===== config.mk =====
export PLATFORM = sky130hd
export DESIGN_NAME = multicycle_ctrl
export DESIGN_NICKNAME = d
export VERILOG_FILES = /design/src/rtl/multicycle_ctrl.sv
export SDC_FILE = /design/constraint.sdc
export NUM_CORES = 1
export LEC_CHECK = 0
export ABC_CLOCK_PERIOD_IN_PS = 2600
export CAP_MARGIN = 20
export CORE_MARGIN = 1.5
export CORE_UTILIZATION = 53
export CTS_BUF_LIST = sky130_fd_sc_hd__clkbuf_4 sky130_fd_sc_hd__clkbuf_8
export DETAILED_ROUTE_END_ITERATION = 7
export PLACE_DENSITY = 0.87
export SYNTH_ARGS = -nofsm -noshare
export SYNTH_HDL_FRONTEND = slang
export SYNTH_SLANG_ARGS = --single-unit

===== constraint.sdc =====
create_clock -name clk -period 2.6 [get_ports clk]
set_input_delay 0.26 -clock clk [delete_from_list [all_inputs] [get_ports clk]]
set_output_delay 0.26 -clock clk [all_outputs]
set_load 0.05 [all_outputs]

===== src/rtl/multicycle_ctrl.sv =====
// -----------------------------------------------------------------------------
// multicycle_ctrl
//
// Multi-cycle control FSM for a single-issue MIPS-style core. It steps each
// instruction through FETCH, DECODE, EXEC, MEM and WB, classifies the opcode
// as R, I or J type, and drives the PC, IR, register-file, ALU-source and
// memory-handshake controls of the datapath.
//
// Ports
//   clk          in   system clock, rising edge
//   rst_n        in   asynchronous active-low reset
//   start        in   begin or resume execution from IDLE/HALTED
//   opcode[5:0]  in   instr[31:26] from the instruction register
//   alu_zero     in   ALU zero flag (BEQ)
//   imem_ack     in   instruction memory data valid
//   dmem_ack     in   data memory access complete
//   imem_req     out  instruction fetch request
//   dmem_req     out  data memory request
//   dmem_we      out  data memory write (SW)
//   ir_we        out  instruction register load
//   pc_we        out  PC write enable
//   pc_src[1:0]  out  00 = PC+4, 01 = branch target, 10 = jump target
//   reg_we       out  register-file write
//   reg_dst      out  1 = rd (R type), 0 = rt
//   mem_to_reg   out  1 = writeback from memory (LW)
//   alu_src_imm  out  1 = immediate ALU operand
//   itype[1:0]   out  registered class: 00 = R, 01 = I, 10 = J
//   busy         out  FSM in FETCH/DECODE/EXEC/MEM/WB
//   halted       out  FSM in HALTED
//   err          out  sticky bus-timeout error
//   instr_count  out  retired-instruction count, saturating
// -----------------------------------------------------------------------------
module multicycle_ctrl #(
  parameter int CNT_W   = 16,
  parameter int TIMEOUT = 15
) (
  input  logic             clk,
  input  logic             rst_n,
  input  logic             start,
  input  logic [5:0]       opcode,
  input  logic             alu_zero,
  input  logic             imem_ack,
  input  logic             dmem_ack,
  output logic             imem_req,
  output logic             dmem_req,
  output logic             dmem_we,
  output logic             ir_we,
  output logic             pc_we,
  output logic [1:0]       pc_src,
  output logic             reg_we,
  output logic             reg_dst,
  output logic             mem_to_reg,
  output logic             alu_src_imm,
  output logic [1:0]       itype,
  output logic             busy,
  output logic             halted,
  output logic             err,
  output logic [CNT_W-1:0] instr_count
);

  localparam logic [5:0] OP_LW   = 6'h23;
  localparam logic [5:0] OP_SW   = 6'h2B;
  localparam logic [5:0] OP_BEQ  = 6'h04;
  localparam logic [5:0] OP_HALT = 6'h3F;

  localparam logic [1:0] TYPE_R = 2'b00;
  localparam logic [1:0] TYPE_I = 2'b01;
  localparam logic [1:0] TYPE_J = 2'b10;

  localparam int WAIT_W = $clog2(TIMEOUT + 1);
  // Last wait cycle: if no ack arrives here the bus is declared dead.
  localparam logic [WAIT_W-1:0] WAIT_LAST = WAIT_W'(TIMEOUT - 1);

  typedef enum logic [2:0] {
    IDLE, FETCH, DECODE, EXEC, MEM, WB, HALTED, ERROR
  } state_t;

  state_t            state, state_nx;
  logic [WAIT_W-1:0] wait_cnt;
  logic              retire;

  function automatic logic [1:0] classify(input logic [5:0] op);
    if (op == 6'd0)                     return TYPE_R;
    else if (op >= 6'd1 && op <= 6'd3)  return TYPE_J;
    else                                return TYPE_I;
  endfunction

  always_ff @(posedge clk or negedge rst_n) begin
    if (!rst_n) begin
      state       <= IDLE;
      itype       <= TYPE_R;
      instr_count <= '0;
      wait_cnt    <= '0;
    end else begin
      state <= state_nx;
      if (state == DECODE)
        itype <= classify(opcode);
      if (retire && instr_count != {CNT_W{1'b1}})
        instr_count <= instr_count + CNT_W'(1);
      // Any state change clears the counter, so FETCH and MEM always start
      // their wait from zero; it only advances while stalled on an ack.
      if (state_nx != state)
        wait_cnt <= '0;
      else if (state == FETCH || state == MEM)
        wait_cnt <= wait_cnt + WAIT_W'(1);
    end
  end

  always_comb begin
    state_nx    = state;
    retire      = 1'b0;
    imem_req    = 1'b0;
    dmem_req    = 1'b0;
    dmem_we     = 1'b0;
    ir_we       = 1'b0;
    pc_we       = 1'b0;
    pc_src      = 2'b00;
    reg_we      = 1'b0;
    reg_dst     = 1'b0;
    mem_to_reg  = 1'b0;
    alu_src_imm = 1'b0;
    busy        = 1'b0;
    halted      = 1'b0;
    err         = 1'b0;

    case (state)
      IDLE: begin
        if (start) state_nx = FETCH;
      end

      FETCH: begin
        busy     = 1'b1;
        imem_req = 1'b1;
        // An ack on the final wait cycle still wins over the timeout.
        if (imem_ack) begin
          ir_we    = 1'b1;
          pc_we    = 1'b1;
          state_nx = DECODE;
        end else if (wait_cnt == WAIT_LAST) begin
          state_nx = ERROR;
        end
      end

      DECODE: begin
        busy     = 1'b1;
        state_nx = EXEC;
      end

      EXEC: begin
        busy        = 1'b1;
        alu_src_imm = (itype == TYPE_I);
        if (itype == TYPE_J) begin
          pc_we    = 1'b1;
          pc_src   = 2'b10;
          state_nx = FETCH;
          retire   = 1'b1;
        end else if (opcode == OP_HALT) begin
          state_nx = HALTED;
          retire   = 1'b1;
        end else if (opcode == OP_BEQ) begin
          pc_src   = 2'b01;
          pc_we    = alu_zero;
          state_nx = FETCH;
          retire   = 1'b1;
        end else if (opcode == OP_LW || opcode == OP_SW) begin
          state_nx = MEM;
        end else begin
          state_nx = WB;
        end
      end

      MEM: begin
        busy        = 1'b1;
        dmem_req    = 1'b1;
        dmem_we     = (opcode == OP_SW);
        alu_src_imm = 1'b1;
        if (dmem_ack) begin
          if (opcode == OP_SW) begin
            state_nx = FETCH;
            retire   = 1'b1;
          end else begin
            state_nx = WB;
          end
        end else if (wait_cnt == WAIT_LAST) begin
          state_nx = ERROR;
        end
      end

      WB: begin
        busy       = 1'b1;
        reg_we     = 1'b1;
        reg_dst    = (itype == TYPE_R);
        mem_to_reg = (opcode == OP_LW);
        state_nx   = FETCH;
        retire     = 1'b1;
      end

      HALTED: begin
        halted = 1'b1;
        if (start) state_nx = FETCH;
      end

      ERROR: begin
        err = 1'b1;
      end

      default: begin
        state_nx = IDLE;
      end
    endcase
  end

endmodule


Yosys cells after proc, flatten, opt, wreduce, memory -nomap -nowiden

Index checks and enable logic that the tools add are counted.

Input port bits: 12
Register bits after elaboration: 25
Logic and storage cells: 74
Output and inout bits: 32

$lt $le $gt $ge: 2
$add $sub $neg: 2
Reduce and logical (&&, ||, !) cells: 10
Muxes and demuxes: 40
Equality and inequality tests: 16

Operators with widths:

| cell                                                               | number |
|---|---|
| two-way mux 3 bit                                                  | 8 |
| two-way mux 1 bit                                                  | 22 |
| equality test 6 bit (second input constant)                        | 3 |
| case mux 3 bit (6 select lines)                                    | 1 |
| adder 16 x 1 -> 16 bit (second input constant)                     | 1 |
| inequality test 16 bit (second input constant)                     | 1 |
| equality test 3 bit (second input constant)                        | 4 |
| two-way mux 2 bit                                                  | 4 |
| two-way mux 4 bit                                                  | 2 |
| equality test 3 x 2 -> 1 bit (second input constant)               | 2 |
| equality test 6 x 3 -> 1 bit (second input constant)               | 1 |
| greater-or-equal comparator 6 x 1 -> 1 bit (second input constant) | 1 |
| <= comparator 6 x 2 -> 1 bit (second input constant)               | 1 |
| zero test 6 bit                                                    | 1 |
| OR reduction 5 bit                                                 | 1 |
| adder 4 x 1 -> 4 bit (second input constant)                       | 1 |
| equality test 4 bit (second input constant)                        | 1 |
| case mux 1 bit (2 select lines)                                    | 2 |
| equality test 3 x 1 -> 1 bit (second input constant)               | 1 |
| zero test 3 bit                                                    | 1 |
| inequality test 3 bit                                              | 1 |
| case mux 1 bit (3 select lines)                                    | 1 |
| equality test 2 x 1 -> 1 bit (second input constant)               | 1 |
| equality test 2 bit (second input constant)                        | 1 |
| other kinds (5)                                                    | 7 |

Depth between registers and ports, before layout

Depth in word-level cells: 9
Gate-level depth with buffers: 8
Depth with buffers taken out: 8

Worst setup path after synthesis

OpenSTA, ideal clock, no wires.

Path type: flip-flop to output port
Start: register state[2]
End: output port dmem_we
Stages on the path, launching flop included: 6
Path buffers: 1
Data arrival time: 1.938 ns
Slack: 0.402 ns
Cells stage by stage: dfrtp_1 > buf_4 > nor2b_1 > and2_1 > nand2_1 > nor2_1

Longest elaborated chain between the ends: 2

RTL lines:

| element                | line | RTL |
|---|---|---|
| start, declared        | 78   | `state_t state, state_nx;` |
| start signal, assigned | 95   | `state <= state_nx;` |
| equality test 3 bit    | 126  | `case (state)` |
| two-way mux 1 bit      | 126  |  |
| end, declared          | 46   | `output logic dmem_we,` |

No other way between the ends.

Worst setup path in the final report

Start: register state[2]
End: output port dmem_req

Longest elaborated chain between the ends: 2

RTL lines:

| element             | line | RTL |
|---|---|---|
| equality test 3 bit | 126  |  |
| two-way mux 1 bit   | 126  |  |
| end, declared       | 45   | `output logic dmem_req,` |

No other way between the ends.

==> out/results.txt <==
The clock latency reported for the late side of the worst-skew pair is 0.32 ns, and the layout cell share with drive strength beyond 1 is 13.5%. The floorplan step defined a die boundary enclosing 3370 um2. The clock sink total was 25. The die is 58.1 um wide. Across the run, the number of max-cap violations was 0. The tools report the total congestion overflow as 0. The count of endpoints failing setup in the final report was 0; the wire length of the first global-routing pass was 6040 um. The worst setup path is of the reg2out kind.

In this run, the number of DRC markers left after iteration 0 of detailed routing was 50. The logs give 1 for the number of H-tree levels and 8.2% for the share of total power in the clock network. The final worst-path cycle share was 96.2%. The logs give 62.6% for the power share of the combinational group and 1610 um2 for the area of the mapped netlist. The synthesized flop and latch total was 25. The part of the total power dissipated in sequential elements is 29.2%, and the number of antenna violations at the first check in global routing is 0.

Tightest slew margin relative to the limit: 64.9%. Critical path startpoint category: a flop. After synthesis, flip-flops and latches occupy 38.9% of the total area.

Type of destination of the critical path: an output port. The cell internal power dissipation is 0.00104 W, and the number of inserted filler cells in the final layout is 208. The tools report the launching point of the worst reg2reg path as state[1]$_DFF_PN0_. TritonCTS built the clock tree. Summed over all cells, the static leakage comes to 0.909 nW.

Summed over all nets, the switching power comes to 0.00108 W. The tools report the count of hold-fix buffers inserted at cts as 0. The buffer levels on the longest clock path was 2.

Proportion of total power due to net switching: 50.9%. For the pin with the worst max-slew slack, the measured transition is 0.525 ns. The global-route total usage across every layer came out at 23.1%.

The run finished with clean final reports. The total negative setup slack is 0 ns. Clock slew seen by the registers of the worst setup and hold paths: 0.13 ns.

The tightest hold path in the finished design has a slack of 0.275 ns. Relative to the synthesized area, the layout overhead comes to 30.0%. The gate count after technology mapping is 164, and the count of buffers from port buffering is 43. Clock skew on the completed layout was measured at 0.00219 ns. The tools report the number of buffers inserted by post-CTS setup repair as 0. The Yosys step of the flow raised 0 warnings.

The tree is rooted in a sky130_fd_sc_hd__clkbuf_4. Setup repair after global routing left no endpoint under its margin. Counting flops with an async set or reset pin after synthesis yields a share of 100%. IR analysis of the VDD net gives a maximum drop of 554 uV.

At the worst endpoint, the required time is 2.34 ns. In this run the worst setup path begins at state[2]$_DFF_PN0_. In the final design database the tool counted 224 nets.

Setup slack on the worst reg-to-reg path comes out at 0.56 ns. In the routed layout, each cell is associated on average with a via count of 5.86. Standard-cell row count: 19.

Number of global-route vias before repair: 1415. In this run the power density over the cells is 1010 nW/um2. At the end of routability-driven placement, the weighted congestion stood at 0.862.

The number of antenna diodes in the final layout is 0. The highest clock frequency the design can meet is 0.400 GHz, and the maximum number of pins on one net before global-route repair is 26. The path type of the worst min-delay path was in2async. The net count after synthesis is 179. The most used flip-flop cell after synthesis is sky130_fd_sc_hd__dfrtp_1. Wires add up to 3620 um. The tools report the number of endpoints with negative hold slack in the final report as 0. The worst register-to-register path ends at wait_cnt[1]$_DFFE_PN0P_. For the total iterations of the first detailed-routing run, the log shows 6.

The top cell types in the final layout, fill and taps aside, are 34 x sky130_fd_sc_hd__clkdlybuf4s50_1, 25 x sky130_fd_sc_hd__dfrtp_1, 17 x sky130_fd_sc_hd__nor2_1. Cell count of the worst reg-to-reg path: 7. In this run the worst setup path terminates at dmem_req. Along the worst path, the maximum fanout reaches 14. The clock period could shrink to 2.50 ns. The final number of max-transition violations was 0; the number of enable-type register cells in the synthesized netlist was 0.

Leaving out fill and tap cells, the most frequent cell in the layout is sky130_fd_sc_hd__clkdlybuf4s50_1. The CTS buffer count was 3; the final routed wire length divided by cell count was 15.2 um. The arrival time of data at the critical path endpoint was 2.24 ns; the top-level I/O count was 44. The synthesized area per cell was 9.80 um2. The core region is 2810 um2. The post-CTS resize count is 1, and the share of the core filled with cells is 74.4%. Once the floorplan was initialized, standard cells occupied 57.3% of the core.

The final route contains 1401 vias. Once detailed placement completed, the half-perimeter wirelength came to 2840 um. Measured along the y axis, the die boundary spans 58.1 um.

After detailed routing, the number of remaining DRC violations is 0. The synthesized netlist contains 52 unique library cells. Once detail routing completed, the nets flagged for antenna violations numbered 0.
[cells in the mapped netlist (3+ instances only)]
| cell | count | share of area [%] |
|---|---|---|
| sky130_fd_sc_hd__nand4_1 | 8 | 3.1 |
| sky130_fd_sc_hd__xnor2_1 | 14 | 7.6 |
| sky130_fd_sc_hd__inv_1 | 7 | 1.6 |
| sky130_fd_sc_hd__xor2_1 | 4 | 2.2 |
| sky130_fd_sc_hd__dfrtp_1 | 25 | 39 |
| sky130_fd_sc_hd__nand3_1 | 7 | 2.2 |
| sky130_fd_sc_hd__and4_1 | 3 | 1.6 |
| sky130_fd_sc_hd__nor2_1 | 17 | 4.0 |
| sky130_fd_sc_hd__nor3_1 | 3 | 0.93 |
| sky130_fd_sc_hd__and3_1 | 5 | 1.9 |
| sky130_fd_sc_hd__ha_1 | 3 | 2.3 |
| sky130_fd_sc_hd__o22ai_1 | 3 | 1.2 |
| sky130_fd_sc_hd__o21ai_0 | 5 | 1.6 |
| sky130_fd_sc_hd__nand2_1 | 13 | 3.0 |
[flip-flops by register name, indices dropped and copies added, names as in the netlist]
signal and cells:
instr_count 16, wait_cnt 4, state 3, itype 2
[critical path: stages (launching register included)]
cell and delay (ns):
sky130_fd_sc_hd__dfrtp_1 0.61, sky130_fd_sc_hd__nor2b_1 0.28, sky130_fd_sc_hd__and2_1 0.22, sky130_fd_sc_hd__clkdlybuf4s50_1 0.81
[per-layer routing]
layer / share of wire (%) / vias to the layer above / GRT usage [%] / wire, um
li1: - / 670 / - / -
met3: 4.8 / 8 / 2.68 / 173
met2: 50 / 41 / 41.4 / 1830
met1: 43 / 682 / 27.0 / 1540
met4: 2.2 / 0 / 11.6 / 81
met5: 0 / - / 0 / 0
[logic make-up after synthesis]
group	after synthesis	share of synthesized area (%)
and+or+nand+nor	74	26.6
muxes	2	1.32
buffers and inverters	12	4.05
adders and majority gates	3	2.34
xor gates and xnor gates	19	10.8
DFF	25	38.9
AOI/OAI and AO/OA	29	16.0
[stage by stage]
step | instances | worst slack, ns | power (W) | area, um2
after global placement | 235 | 0.391 | 0.00192 | 2050
after detailed placement | 235 | 0.357 | 0.00195 | 2050
after CTS | 239 | 0.0438 | 0.00213 | 2080
after floorplan | 164 | 0.402 | 0.00160 | 1610
final | 239 | 0.0979 | 0.00212 | 2090
after global routing | 239 | 0.0105 | 0.00223 | 2090
[layout make-up]
cell class	instances	area, um2	share of cell area, %
Sequential cell	25	626	30.0
Tap cell	31	38.8	1.86
Clock buffer	3	22.5	1.08
Timing Repair Buffer	45	452	21.6
Inverter	7	26.3	1.26
Multi-Input combinational cell	127	916	43.9
Clock inverter	1	7.51	0.359
[power by group through the flow]
stage	combinational (W)	sequential, W	clock (W)
6_report	0.00133	0.000618	0.000173
5_1_grt	0.00141	0.000635	0.000190
4_1_cts	0.00133	0.000613	0.000180
3_5_place_dp	0.00133	0.000623	0
3_3_place_gp	0.00130	0.000611	0
2_1_floorplan	0.000867	0.000731	0
[worst min path at each step]
stage | from | endpoint | slack [ns]
final | rst_n | instr_count[0]$_DFFE_PN0P_ | 0.28
after global routing | rst_n | instr_count[1]$_DFFE_PN0P_ | 0.29
after CTS | rst_n | instr_count[0]$_DFFE_PN0P_ | 0.28
after detailed placement | instr_count[7]$_DFFE_PN0P_ | instr_count[7]$_DFFE_PN0P_ | 0.48
after global placement | instr_count[7]$_DFFE_PN0P_ | instr_count[7]$_DFFE_PN0P_ | 0.48
after floorplan | rst_n | instr_count[0]$_DFFE_PN0P_ | -0.04
Power figures use the tool's default switching activity.
==> variant: new RTL, same flow settings <==
Re-encode `state_t` (8 states) as one-hot, 8 bits wide.
--- a/src/rtl/multicycle_ctrl.sv
+++ b/src/rtl/multicycle_ctrl.sv
@@ -73,4 +73,4 @@
 
-  typedef enum logic [2:0] {
-    IDLE, FETCH, DECODE, EXEC, MEM, WB, HALTED, ERROR
+  typedef enum logic [7:0] {
+    IDLE = 8'b00000001, FETCH = 8'b00000010, DECODE = 8'b00000100, EXEC = 8'b00001000, MEM = 8'b00010000, WB = 8'b00100000, HALTED = 8'b01000000, ERROR = 8'b10000000
   } state_t;
Behaviour: no difference found for any inputs over 10 cycles, from zero or initial values and one cycle with rst_n low; not proved beyond that.
==> variant against the original RTL <==
  * Setup slack improved by 0.14 ns
  * Sequential cell count increased by 5
  * Total power decreased by 23%
  * Routed wire length increased by 15%
  * Cell count increased by 20%
  * Non-clock buffer count increased by 1
  * Synthesized area increased by 16%
  * Clock power increased by 75%
  * Via count increased by 18%
  * Final area increased by 13%
  * Largest power group unchanged
==> variant: results <==
metrics = {
    "timing": {
        "slew-limit-headroom": 0.6620,
        "skew_ns": 0.01262,
    },
    "synth": {
        "synth_compound_area_frac": 0.1151,
        "ys_seq_area_frac": 0.4044,
        "synthAdderAreaFrac": 0.02019,
        "syn_avg_cell_area_um2": 9.535,
        "synth_mux_area_frac": 0.01211,
        "synth_area_leaders": "dfrtp_1 (39%), xnor2_1 (7.5%), nor2_1 (3.6%), and3_1 (3.4%), nand2_1 (3.0%)",
        "synth_nets": 210,
        "synth_commonest_cells": "dfrtp_1 (29), nor2_1 (18), xnor2_1 (16), nand2_1 (15)",
        "synth-xor-area-share": 0.09825,
    },
    "final_layout": {
        "fillerInstances": 289,
        "fin_nets": 255,
        "largest_registers": "instr_count (16), state (8), wait_cnt (4)",
        "drive_gt1_frac": 0.1577,
    },
    "critical_path": {
        "cp_slowest_cell": "dlygate4sd2_1",
        "cpPeakStageDelay_ns": 0.53,
        "cp.arrival_ns": 2.10,
    },
    "placement": {
        "placed_cells": 279,
        "place_area_um2": 2298,
        "finalWeightedCongestion": 0.8354,
    },
    "grt": {
        "grt_max_degree": 31,
        "grt_pass1_wl_mm": 6.851,
        "grt_use_total": 0.2210,
    },
    "outcome": {
        "status": "finished clean",
    },
    "drt": {
        "vias": 1659,
        "firstDrtPassIters": 4,
        "drtIter0Drc": 148,
        "wire_per_inst_um": 14.54,
    },
    "clock_network": {
        "h-tree-depth": 2,
        "clk_pin_slew_worst_paths_ns": 0.10,
        "cts_made_buffers": 5,
    },
    "power": {
        "internal-power_uw": 945.3,
    },
}
-- variant: what timing repair did --
| action | 4_1_cts | 5_1_grt |
|---|---|---|
| endpoints found under the setup margin | 1 | 1 |
| hold buffers | 0 | 0 |
| gates resized for setup | 1 | 1 |
-- variant: power groups by stage --
stage / Clock (uW) / Sequential [uW] / Combinational [uW]
floorplan: 0 / 675 / 439
global placement: 0 / 614 / 708
detailed placement: 0 / 614 / 717
CTS: 309 / 606 / 720
global route: 329 / 618 / 785
finish: 302 / 607 / 723
-- variant: cell type report --
type | instances | area, um2 | share of cell area
clock buffers | 7 | 58.81 | 0.02485
clock inverters | 1 | 5.005 | 0.002115
inverters | 5 | 18.77 | 0.007932
multi-input cells | 152 | 1042 | 0.4405
flip-flops and latches | 30 | 752.0 | 0.3178
well taps | 46 | 57.56 | 0.02433
repair buffers | 46 | 431.7 | 0.1824
-- variant: per-stage QoR --
stage	total power (uW)	setup WS, ns	hold slack [ns]
final	1633	0.2354	0.3127
after global routing	1733	0.1186	0.3428
after CTS	1635	0.1628	0.3226
after detailed placement	1331	0.3383	0.4991
after global placement	1322	0.3421	0.4939
after floorplan	1115	0.1922	-0.03559
-- variant: path summary, 6_finish.rpt --
path | startpoint | endpoint | slack (ns) | depth (start not counted)
min | rst_n | state[5] | 0.31 | 2
min reg2reg | instr_count[9] | instr_count[9] | 0.51 | 1
min in group clk | instr_count[9] | instr_count[9] | 0.51 | 1
max reg2reg | state[7] | instr_count[1] | 0.34 | 5
max in group asynchronous | rst_n | state[0] | 1.97 | 2
max | state[7] | reg_we | 0.24 | 4
-- variant: layer usage --
metal,track usage,share of wire,up-vias,routed length (um)
li1,-,-,797,-
met4,0.07500,0.0081,0,34
met2,0.3709,0.48,52,2009
met1,0.2866,0.45,806,1894
met3,0.04529,0.056,4,234
met5,0,0,-,0
-- variant: cells by family after synthesis --
| family | Yosys count |
|---|---|
| compound gates | 28 |
| xor+xnor | 20 |
| fa+ha+maj | 3 |
| buf+inv | 13 |
| flops | 30 |
| mux | 2 |
| simple gates | 99 |
